===== config.mk =====
export PLATFORM = sky130hd
export DESIGN_NAME = cent_convergence_check
export DESIGN_NICKNAME = d
export VERILOG_FILES = /design/src/rtl/kmeans_pkg.sv /design/src/rtl/manhattan_dist.sv /design/src/rtl/cent_convergence_check.sv
export SDC_FILE = /design/constraint.sdc
export NUM_CORES = 1
export LEC_CHECK = 0
export ABC_AREA = 1
export BUFFER_PORTS_ARGS = -buffer_cell sky130_fd_sc_hd__buf_2
export CORE_ASPECT_RATIO = 2
export CORE_UTILIZATION = 40
export DETAILED_ROUTE_END_ITERATION = 10
export PLACE_DENSITY = 0.64
export SYNTH_ARGS = -nofsm -noshare
export SYNTH_HDL_FRONTEND = slang
export SYNTH_SLANG_ARGS = --single-unit

===== constraint.sdc =====
create_clock -name clk -period 6.15 [get_ports clk]
set_input_delay 0.615 -clock clk [delete_from_list [all_inputs] [get_ports clk]]
set_output_delay 0.615 -clock clk [all_outputs]
set_load 0.02 [all_outputs]

===== src/rtl/kmeans_pkg.sv =====
`default_nettype none
// ============================================================================
// Module      : kmeans_pkg
// Description : Shared constants, types and helpers for the k-means
//               centroid-update and convergence blocks.
// Revision    : 1.0 - initial release
// ============================================================================
package kmeans_pkg;

    localparam int CENTROID_NUM    = 8;                          // centroids per iteration
    localparam int LOG2_CENT_NUM   = 3;                          // centroid index width
    localparam int CORDINATE_WIDTH = 13;                         // unsigned coordinate width
    localparam int COORD_NUM       = 7;                          // coordinates per centroid
    localparam int DATA_WIDTH      = COORD_NUM * CORDINATE_WIDTH; // packed centroid (91)
    localparam int MANHATTEN_WIDTH = 16;                         // distance / threshold width
    localparam int IT_WIDTH        = 10;                         // iteration counter width
    localparam int CNT_WIDTH       = 4;                          // holds 0..CENTROID_NUM

    typedef enum logic [1:0] {
        IDLE   = 2'd0,
        CHECK  = 2'd1,
        REPORT = 2'd2
    } conv_state_t;

    // One-hot decode of a centroid index into a write strobe.
    function automatic logic [CENTROID_NUM-1:0] idx_onehot(input logic [LOG2_CENT_NUM-1:0] idx);
        logic [CENTROID_NUM-1:0] oh;
        oh      = '0;
        oh[idx] = 1'b1;
        return oh;
    endfunction

endpackage
`default_nettype wire


===== src/rtl/manhattan_dist.sv =====
`default_nettype none
// ============================================================================
// Module      : manhattan_dist
// Description : Registers the per-coordinate absolute differences of two
//               packed centroids on load_i, and presents their sum (the
//               Manhattan distance) combinationally from those registers.
// Ports       : clk, rst_n   - clock, async active-low reset
//               load_i       - capture differences of a_i / b_i
//               a_i, b_i     - packed centroids (coordinate i at [13i+12:13i])
//               dist_o       - 16-bit distance of the last captured pair
// Revision    : 1.0 - initial release
// ============================================================================
module manhattan_dist
    import kmeans_pkg::*;
(
    input  logic                       clk,
    input  logic                       rst_n,
    input  logic                       load_i,
    input  logic [DATA_WIDTH-1:0]      a_i,
    input  logic [DATA_WIDTH-1:0]      b_i,
    output logic [MANHATTEN_WIDTH-1:0] dist_o
);

    localparam int EXT = MANHATTEN_WIDTH - CORDINATE_WIDTH;

    logic [DATA_WIDTH-1:0] diffs_w;

    for (genvar i = 0; i < COORD_NUM; i++) begin : g_coord
        logic [CORDINATE_WIDTH-1:0] a_c;
        logic [CORDINATE_WIDTH-1:0] b_c;
        logic [CORDINATE_WIDTH-1:0] diff_d;
        logic [CORDINATE_WIDTH-1:0] diff_q;

        assign a_c = a_i[i*CORDINATE_WIDTH +: CORDINATE_WIDTH];
        assign b_c = b_i[i*CORDINATE_WIDTH +: CORDINATE_WIDTH];

        // Subtract the smaller from the larger so the result never wraps.
        assign diff_d = (a_c >= b_c) ? (a_c - b_c) : (b_c - a_c);

        always_ff @(posedge clk or negedge rst_n) begin
            if (!rst_n) begin
                diff_q <= '0;
            end else if (load_i) begin
                diff_q <= diff_d;
            end
        end

        assign diffs_w[i*CORDINATE_WIDTH +: CORDINATE_WIDTH] = diff_q;
    end

    // 7 x 8191 = 57337 fits in 16 bits, so the plain sum cannot overflow.
    always_comb begin
        dist_o = '0;
        for (int i = 0; i < COORD_NUM; i++) begin
            dist_o = dist_o + {{EXT{1'b0}}, diffs_w[i*CORDINATE_WIDTH +: CORDINATE_WIDTH]};
        end
    end

endmodule
`default_nettype wire


===== src/rtl/cent_convergence_check.sv =====
`default_nettype none
// ============================================================================
// Module      : cent_convergence_check
// Description : Samples the 8 new centroids of a k-means iteration, writes
//               each back to the classification block and measures its
//               Manhattan distance to the previous value. After the 8th
//               centroid it issues one verdict: converged when every distance
//               is within threshold or when the iteration limit is reached.
// Ports       : clk, rst_n              - clock, async active-low reset
//               regs_reset_n            - sync clear of the iteration state
//               iter_clr                - sync clear of iter_cnt
//               sample_en,new_cent_valid- sample qualifiers
//               new_cent, old_cent      - new / previous centroid
//               cent_idx                - index of new_cent
//               threshold, max_iter     - distance limit, iteration limit (0=off)
//               cent_wr_en, cent_wr_data- one-cycle write-back to centroid regs
//               has_converged           - verdict (held until next verdict/clear)
//               converge_res_available  - one-cycle verdict strobe
//               iter_cnt                - completed iterations (saturating)
// Revision    : 1.0 - initial release
// ============================================================================
module cent_convergence_check
    import kmeans_pkg::*;
(
    input  logic                       clk,
    input  logic                       rst_n,
    input  logic                       regs_reset_n,
    input  logic                       iter_clr,
    input  logic                       sample_en,
    input  logic                       new_cent_valid,
    input  logic [DATA_WIDTH-1:0]      new_cent,
    input  logic [DATA_WIDTH-1:0]      old_cent,
    input  logic [LOG2_CENT_NUM-1:0]   cent_idx,
    input  logic [MANHATTEN_WIDTH-1:0] threshold,
    input  logic [IT_WIDTH-1:0]        max_iter,
    output logic [CENTROID_NUM-1:0]    cent_wr_en,
    output logic [DATA_WIDTH-1:0]      cent_wr_data,
    output logic                       has_converged,
    output logic                       converge_res_available,
    output logic [IT_WIDTH-1:0]        iter_cnt
);

    localparam logic [CNT_WIDTH-1:0] FULL_CNT = CNT_WIDTH'(CENTROID_NUM);
    localparam logic [IT_WIDTH-1:0]  ITER_MAX = {IT_WIDTH{1'b1}};

    // ---------------------------------------------------------------- state
    conv_state_t                state_q, state_d;

    // Stage 1: captured at the accept edge
    logic                       s1_valid_q, s1_valid_d;
    logic [LOG2_CENT_NUM-1:0]   s1_idx_q, s1_idx_d;
    logic [DATA_WIDTH-1:0]      s1_cent_q, s1_cent_d;

    // Stage 2: write-back and convergence accumulation
    logic [CENTROID_NUM-1:0]    wr_en_q, wr_en_d;
    logic [DATA_WIDTH-1:0]      wr_data_q, wr_data_d;
    logic                       all_conv_q, all_conv_d;
    logic [CNT_WIDTH-1:0]       cnt_q, cnt_d;

    // Verdict
    logic                       has_conv_q, has_conv_d;
    logic                       avail_q, avail_d;
    logic [IT_WIDTH-1:0]        iter_q, iter_d;

    // ---------------------------------------------------------------- wires
    logic                       accept;
    logic                       s2_fire;
    logic                       enter_report;
    logic                       dist_ok;
    logic                       iter_limit;
    logic [MANHATTEN_WIDTH-1:0] dist_w;

    // A clear request outranks a simultaneous sample.
    assign accept  = sample_en & new_cent_valid & (state_q != REPORT) & regs_reset_n;
    assign s2_fire = s1_valid_q & regs_reset_n;
    assign dist_ok = (dist_w <= threshold);

    // Compare in one extra bit so iter_q + 1 cannot wrap at all-ones.
    assign iter_limit = (max_iter != '0) &&
                        (({1'b0, iter_q} + (IT_WIDTH+1)'(1)) >= {1'b0, max_iter});

    manhattan_dist u_dist (
        .clk    (clk),
        .rst_n  (rst_n),
        .load_i (accept),
        .a_i    (new_cent),
        .b_i    (old_cent),
        .dist_o (dist_w)
    );

    // ---------------------------------------------------------------- FSM
    always_ff @(posedge clk or negedge rst_n) begin
        if (!rst_n) begin
            state_q <= IDLE;
        end else begin
            state_q <= state_d;
        end
    end

    always_comb begin
        state_d      = state_q;
        enter_report = 1'b0;
        case (state_q)
            IDLE: begin
                if (accept) begin
                    state_d = CHECK;
                end
            end
            CHECK: begin
                // cnt_q reaches 8 on the edge the 8th sample leaves stage 2.
                if (cnt_q >= FULL_CNT) begin
                    state_d      = REPORT;
                    enter_report = 1'b1;
                end
            end
            REPORT: begin
                state_d = IDLE;
            end
            default: begin
                state_d = IDLE;
            end
        endcase
        if (!regs_reset_n) begin
            state_d      = IDLE;
            enter_report = 1'b0;
        end
    end

    // ---------------------------------------------------------------- datapath
    always_comb begin
        s1_valid_d = accept;
        s1_idx_d   = accept ? cent_idx : s1_idx_q;
        s1_cent_d  = accept ? new_cent : s1_cent_q;

        wr_en_d    = s2_fire ? idx_onehot(s1_idx_q) : '0;
        wr_data_d  = s2_fire ? s1_cent_q : '0;

        cnt_d      = cnt_q;
        all_conv_d = all_conv_q;
        if (!regs_reset_n) begin
            cnt_d      = '0;
            all_conv_d = 1'b1;
        end else if (state_q == REPORT) begin
            // Leaving REPORT restarts accumulation; a sample already in
            // stage 2 on this edge opens the next iteration.
            cnt_d      = s2_fire ? CNT_WIDTH'(1) : '0;
            all_conv_d = s2_fire ? dist_ok : 1'b1;
        end else if (s2_fire) begin
            cnt_d      = cnt_q + CNT_WIDTH'(1);
            all_conv_d = all_conv_q & dist_ok;
        end

        avail_d = enter_report;

        has_conv_d = has_conv_q;
        if (!regs_reset_n) begin
            has_conv_d = 1'b0;
        end else if (enter_report) begin
            has_conv_d = all_conv_q | iter_limit;
        end

        iter_d = iter_q;
        if (iter_clr) begin
            iter_d = '0;
        end else if (enter_report && (iter_q != ITER_MAX)) begin
            iter_d = iter_q + IT_WIDTH'(1);
        end
    end

    always_ff @(posedge clk or negedge rst_n) begin
        if (!rst_n) begin
            s1_valid_q <= 1'b0;
            s1_idx_q   <= '0;
            s1_cent_q  <= '0;
            wr_en_q    <= '0;
            wr_data_q  <= '0;
            all_conv_q <= 1'b1;
            cnt_q      <= '0;
            has_conv_q <= 1'b0;
            avail_q    <= 1'b0;
            iter_q     <= '0;
        end else begin
            s1_valid_q <= s1_valid_d;
            s1_idx_q   <= s1_idx_d;
            s1_cent_q  <= s1_cent_d;
            wr_en_q    <= wr_en_d;
            wr_data_q  <= wr_data_d;
            all_conv_q <= all_conv_d;
            cnt_q      <= cnt_d;
            has_conv_q <= has_conv_d;
            avail_q    <= avail_d;
            iter_q     <= iter_d;
        end
    end

    // ---------------------------------------------------------------- outputs
    assign cent_wr_en             = wr_en_q;
    assign cent_wr_data           = wr_data_q;
    assign has_converged          = has_conv_q;
    assign converge_res_available = avail_q;
    assign iter_cnt               = iter_q;

endmodule
`default_nettype wire

Yosys cells after proc, flatten, opt, wreduce, memory -nomap -nowiden
Cells that the tools add are included.
- reduce and logical (&&, ||, !) cells: 7
- bitwise operators: 6
- multiplexer cells: 30
- equal/unequal tests: 8
- magnitude comparators: 12
- add/subtract/negate cells: 23
- operator list (operator ; count):
    $sub A13 B13 Y13 ; 14
    $ge A13 B13 Y1 ; 7
    $mux W13 ; 7
    $mux W91 ; 1
    $add A16 B13 Y16 ; 5
    $mux W10 ; 2
    $le A16 B16 Y1 ; 1
    $add A13 B13 Y14 ; 1
    $mux W4 ; 3
    $add A10 B1 Y11 const B ; 1
    $ge A11 B10 Y1 ; 1
    $mux W1 ; 11
    $add A10 B1 Y10 const B ; 1
    $ne A10 B10 Y1 const B ; 1
    $reduce_bool A10 Y1 ; 1
    $mux W8 ; 1
    $mux W2 ; 3
    $ne A3 B3 Y1 const B ; 2
    $and A1 B1 Y1 ; 5
    $add A4 B1 Y4 const B ; 1
    $ge A4 B4 Y1 const B ; 1
    $lt A3 B4 Y1 const B ; 1
    $pmux W2 S2 ; 1
    $demux W1 S3 ; 1
    other kinds (11) ; 13
- register bits after elaboration: 304
- word-level logic and storage cells: 104
- output and inout bits: 111
- input bits: 217

Depth between registers and ports, before layout
- depth in word-level cells: 11
- depth in mapped cells: 29
- gate-level depth less buffers: 29

Cells and area by module
From an unflattened synthesis, not the netlist that was laid out.
- cell total of the unflattened synthesis: 3761
- area, all modules: 25619.6 µm²
- by module, submodules not included (module ; area an instance (µm²) ; instances ; cells an instance ; sequential area each (µm²)):
    manhattan_dist ; 17284.1 ; 1 ; 2917 ; 2277.2
    cent_convergence_check ; 8335.5 ; 1 ; 844 ; 5331.4

Least setup slack after synthesis
No wires, ideal clock.
- kind: reg2reg
- from: register u_dist.g_coord[1].diff_q[0]
- to: register all_conv_q
- clock period less this slack: 5100 ps
- path slack: 1050 ps
- data required time: 6077 ps
- arrival: 5027 ps
- cell stages (with the launch flop): 29
- path buffers: 0
- library setup time: 73 ps
- path through: dfrtp_1 -> ha_1 -> inv_1 -> fa_1 -> o21ai_0 -> a21oi_1 -> o21ai_0 -> xor2_1 -> fa_1 -> inv_1 -> fa_1 -> fa_1 -> inv_1 -> ha_1 -> nand2_1 -> a21oi_1 -> nor3_1 -> nand3_1 -> nand2_1 -> inv_1 -> o21ai_0 -> nand2_1 -> ha_1 -> nand2_1 -> inv_1 -> nand3_1 -> nor2_1 -> a31oi_1 -> a21oi_1
- longest elaborated chain between the ends: 11
- elaborated cells on any way between the ends: 12
- those cells by class: 6 x add/sub; 1 x order compare; 4 x mux; 1 x bitwise
- ends and longest elaborated chain (what ; RTL line ; RTL):
    from (decl) ; manhattan_dist.sv:32 ; logic [CORDINATE_WIDTH-1:0] diff_q;
    from (signal assigned) ; manhattan_dist.sv:44 ; diff_q <= diff_d;
    $add A13 B13 Y14 (*) ; manhattan_dist.sv:55 ; dist_o = dist_o + {{EXT{1'b0}}, diffs_w[i*CORDINATE_WIDTH +: CORDINATE_WIDTH]};
    $add A16 B13 Y16 (*) (5 in series) ; manhattan_dist.sv:55 ;
    $le A16 B16 Y1 (*) ; cent_convergence_check.sv:76 ; assign dist_ok = (dist_w <= threshold);
    $and A1 B1 Y1 ; cent_convergence_check.sv:150 ; all_conv_d = all_conv_q & dist_ok;
    $mux W1 ; cent_convergence_check.sv:148 ; end else if (s2_fire) begin
    $mux W1 (*) ; cent_convergence_check.sv:143 ; end else if (state_q == REPORT) begin
    $mux W1 (*) ; cent_convergence_check.sv:140 ; if (!regs_reset_n) begin
    to (signal assigned) ; cent_convergence_check.sv:188 ; all_conv_q <= all_conv_d;
    to (decl) ; cent_convergence_check.sv:57 ; logic all_conv_q, all_conv_d;
Mark *: on every way between the ends. The rest lies on a longest branch, timed or not. The select of a mux whose other input is x is not followed.
A chain may end at the register's enable or synchronous reset.

Worst setup path after layout
- from: register u_dist.g_coord[0].diff_q[0]
- to: register all_conv_q
- longest elaborated chain between the ends: 11
- elaborated cells on any way between the ends: 12
- those cells by class: 6 x add/sub; 1 x order compare; 4 x mux; 1 x bitwise
- ends and longest elaborated chain (what ; RTL line):
    from (decl) ; manhattan_dist.sv:32
    from (signal assigned) ; manhattan_dist.sv:44
    $add A13 B13 Y14 (*) ; manhattan_dist.sv:55
    $add A16 B13 Y16 (*) (5 in series) ; manhattan_dist.sv:55
    $le A16 B16 Y1 (*) ; cent_convergence_check.sv:76
    $and A1 B1 Y1 ; cent_convergence_check.sv:150
    $mux W1 ; cent_convergence_check.sv:148
    $mux W1 (*) ; cent_convergence_check.sv:143
    $mux W1 (*) ; cent_convergence_check.sv:140
Marks and branches as above.

==> impl_metrics.json <==
{
  "grt_pass1_wl_mm": 116,
  "syn_to_final_growth_pct": 12.3,
  "cts_root_buf": "clkbuf_16",
  "drc": 0,
  "min-delay-start": "cent_idx[1]",
  "num_vias": 23800,
  "whs_path_depth": 3,
  "rr_endpoint": "all_conv_q$_DFFE_PN1P_",
  "clock_path_buffers": 3,
  "async_flop_share_pct": 100,
  "rsz0062_at_grt": "no",
  "finClkSkew_ns": 0.0245,
  "min-delay-path-class": "in2reg",
  "gr-usage-all-layers_pct": 21.9,
  "numClockSinks": 304,
  "vdd_drop_max_uv": 760,
  "synth_area_um2": 26200,
  "hold_viol_final": 0,
  "worst_slew_pin_slew_ns": 0.826,
  "die_w_um": 183,
  "start_kind": "flip-flop",
  "worstPathArrival_ns": 6.16,
  "status": "finished, final reports clean",
  "rr_worst_depth": 28,
  "setup_tns_ns": 0,
  "crit_cells": 28,
  "start_util_pct": 40.5,
  "critical_path_required_ns": 6.69,
  "cpMostUsedCell": "inv_1",
  "slew_headroom_pct": 44.9,
  "clock.fmax_ghz": 0.178,
  "max_stage_delay_ns": 0.54,
  "gp_congestion": 0.930,
  "critPathTopFamily": "adder cells",
  "critPathCaptureType": "flip-flop",
  "die_height_um": 364,
  "r2r-start": "u_dist.g_coord[0].diff_q[0]$_DFFE_PN0P_",
  "routedWlPerCell_um": 14.3,
  "regToRegSetupSlack_ns": 0.52,
  "multi_input_area_um2": 14900,
  "gr-total-overflow": 0,
  "rows": 132,
  "synth_edf_count": 0,
  "power_leakage_nw": 17.9,
  "dp.cells": 4997,
  "drive_above_1_share_pct": 12.2,
  "setup_viol": 0,
  "synth_cells": 3902,
  "synth_nets": 4418,
  "ios": 328,
  "grt_pass1_vias": 23600,
  "viasPerCell": 4.71,
  "antenna_left": 0,
  "hold_end": "s1_idx_q[1]$_DFFE_PN0P_",
  "ys_seq_area_share_pct": 29.0,
  "cts_tree": "built",
  "synth_seq_cells": 304,
  "synth_cell_types": 43,
  "core-area_um2": 64700,
  "yosys_warnings": 0,
  "clk-insertion-delay-late_ns": 0.61,
  "slew_viol_final": 0,
  "final_util_pct": 45.4,
  "cts_buffers": 31,
  "nets": 4676,
  "synth.avg_cell_area_um2": 6.72,
  "fin_crit_ns": 5.63,
  "ys.flop_type": "dfrtp_1",
  "fillerInstances": 6947,
  "p_total_mw": 12.2,
  "antenna_found_initial": 12,
  "path_clk_slew_ns": 0.07,
  "worstPathMaxFanout": 6,
  "dp_hpwl_mm": 58.5,
  "dieArea_um2": 66600,
  "cp_slowest_cell": "fa_1",
  "first_pass_iters": 5,
  "drt_iter0_drc": 1002,
  "critPathKind": "reg2reg",
  "finalCritPeriodShare_pct": 91.5,
  "fin_cells": 5055,
  "wl_mm": 72.1,
  "seq_area_um2": 7610,
  "io_buffers": 327,
  "maxCapViolCount": 0,
  "cts.htree.levels": 1,
  "grt_max_degree": 186,
  "powerDensity_nw_per_um2": 415,
  "critPathBufInv": 5
}
per-stage QoR:
stage	setup slack [ns]	area (um2)	hold slack, ns
finish	0.520	29400	0.232
global route	0.0821	29400	0.216
detailed placement	0.429	28400	0.467
global placement	0.554	28400	0.466
floorplan	1.05	26200	0.319
CTS	0.402	29400	0.183
synthesized netlist by cell type, types with 2 or more instances:
library cell / count / area, um2
xor2_1: 69 / 604
nor4_1: 3 / 18.8
nor2_4: 9 / 101
nand2b_4: 5 / 68.8
xnor2_1: 32 / 280
nand3_2: 16 / 160
nand3_1: 173 / 866
o21bai_1: 10 / 75.1
a22o_1: 3 / 26.3
clkbuf_2: 13 / 65.1
dfrtp_1: 303 / 7580
and3_1: 2 / 12.5
nor3_1: 10 / 50.1
fa_1: 67 / 1340
nor2_1: 167 / 627
nand2_1: 1484 / 5570
o22ai_1: 4 / 25.0
nand3b_1: 5 / 37.5
ha_1: 232 / 2900
clkbuf_1: 29 / 109
nor2_2: 18 / 113
o21ai_0: 135 / 676
clkinv_1: 3 / 11.3
inv_2: 32 / 120
nand4_1: 76 / 475
buf_2: 34 / 170
a21oi_1: 98 / 490
a21o_1: 3 / 22.5
a31oi_1: 4 / 25.0
buf_6: 11 / 124
buf_8: 2 / 30.0
inv_1: 780 / 2930
buf_4: 20 / 150
nand2_2: 41 / 257
state kept, by name, indices dropped and copies added, names as in the netlist:
signal                  flops
state_q                     2
iter_cnt                   10
s1_cent_q                  91
converge_res_available      1
cent_wr_en                  8
all_conv_q                  1
s1_valid_q                  1
cnt_q                       4
cent_wr_data               91
s1_idx_q                    3
has_converged               1
u_dist.g_coord.diff_q      91
how the worst max path moves through the flow:
stage | from | endpoint | slack (ns)
finish | u_dist.g_coord[0].diff_q[0]$_DFFE_PN0P_ | all_conv_q$_DFFE_PN1P_ | 0.52
floorplan | u_dist.g_coord[1].diff_q[0]$_DFFE_PN0P_ | all_conv_q$_DFFE_PN1P_ | 1.05
detailed placement | u_dist.g_coord[1].diff_q[0]$_DFFE_PN0P_ | all_conv_q$_DFFE_PN1P_ | 0.43
CTS | u_dist.g_coord[1].diff_q[0]$_DFFE_PN0P_ | all_conv_q$_DFFE_PN1P_ | 0.40
global route | u_dist.g_coord[1].diff_q[0]$_DFFE_PN0P_ | all_conv_q$_DFFE_PN1P_ | 0.08
global placement | u_dist.g_coord[1].diff_q[0]$_DFFE_PN0P_ | all_conv_q$_DFFE_PN1P_ | 0.55
report_power, final:
group | switching [mW] | leakage, nW | internal [mW] | total, mW
Sequential | 0.171 | 3.95 | 2.27 | 2.44
Combinational | 4.69 | 13.5 | 3.16 | 7.85
Clock | 0.837 | 0.493 | 1.09 | 1.93
layout by cell type, fill, tap and decap left out, types with 9 or more instances in the layout:
cell type  instances
inv_2             32
ha_1             232
nand3_2           16
nor2_2            18
xor2_1            69
nor2_4             9
dfrtp_1          303
nand2_2           41
inv_1            780
a21oi_1           98
nand2_1         1483
nand3_1          173
nor2_1           167
o21ai_0          134
fa_1              67
xnor2_1           32
nand4_1           76
buf_2            326
nor3_1            10
clkbuf_16         31
o21bai_1          10
tightest hold or removal path: cells and delay by family:
kind	cells	cell delay [ns]
buffers and inverters	1	0.07
and+or+nand+nor	1	0.04
AOI/OAI and AO/OA	1	0.06
what timing repair did:
action,4_1_cts,5_1_grt
hold buffers,1,0
buffers inserted,0,0
gates resized for setup,0,1
endpoints found under the hold margin,10,0
endpoints found under the setup margin,0,1
per-layer routing:
metal / part of all wire [%] / track usage, % / vias up
met5: 0.13 / 0 / -
met4: 4.8 / 10.5 / 16
met3: 4.0 / 3.00 / 180
met2: 54 / 43.0 / 511
met1: 37 / 22.1 / 10900
li1: - / - / 12200
kinds of logic (layout without fill, tap and decap cells):
logic type,Yosys count,count (layout),share of synthesized area (%)
and+or+nand+nor,2011,2011,32.0
buffers and inverters,925,1203,14.2
DFF,304,304,29.0
adders and majority gates,299,299,16.2
AOI/OAI and AO/OA,262,262,5.27
xor gates and xnor gates,101,101,3.38
other,0,4,0
layout make-up:
cell class | instances | area share, %
repair buffers | 334 | 5.91
clock inverters | 14 | 0.566
flip-flops and latches | 304 | 25.9
clock buffers | 39 | 2.88
well taps | 871 | 3.70
inverters | 816 | 10.4
multi-input cells | 2673 | 50.6
diodes | 4 | 0.0340
(Power assumes the default switching activity.)
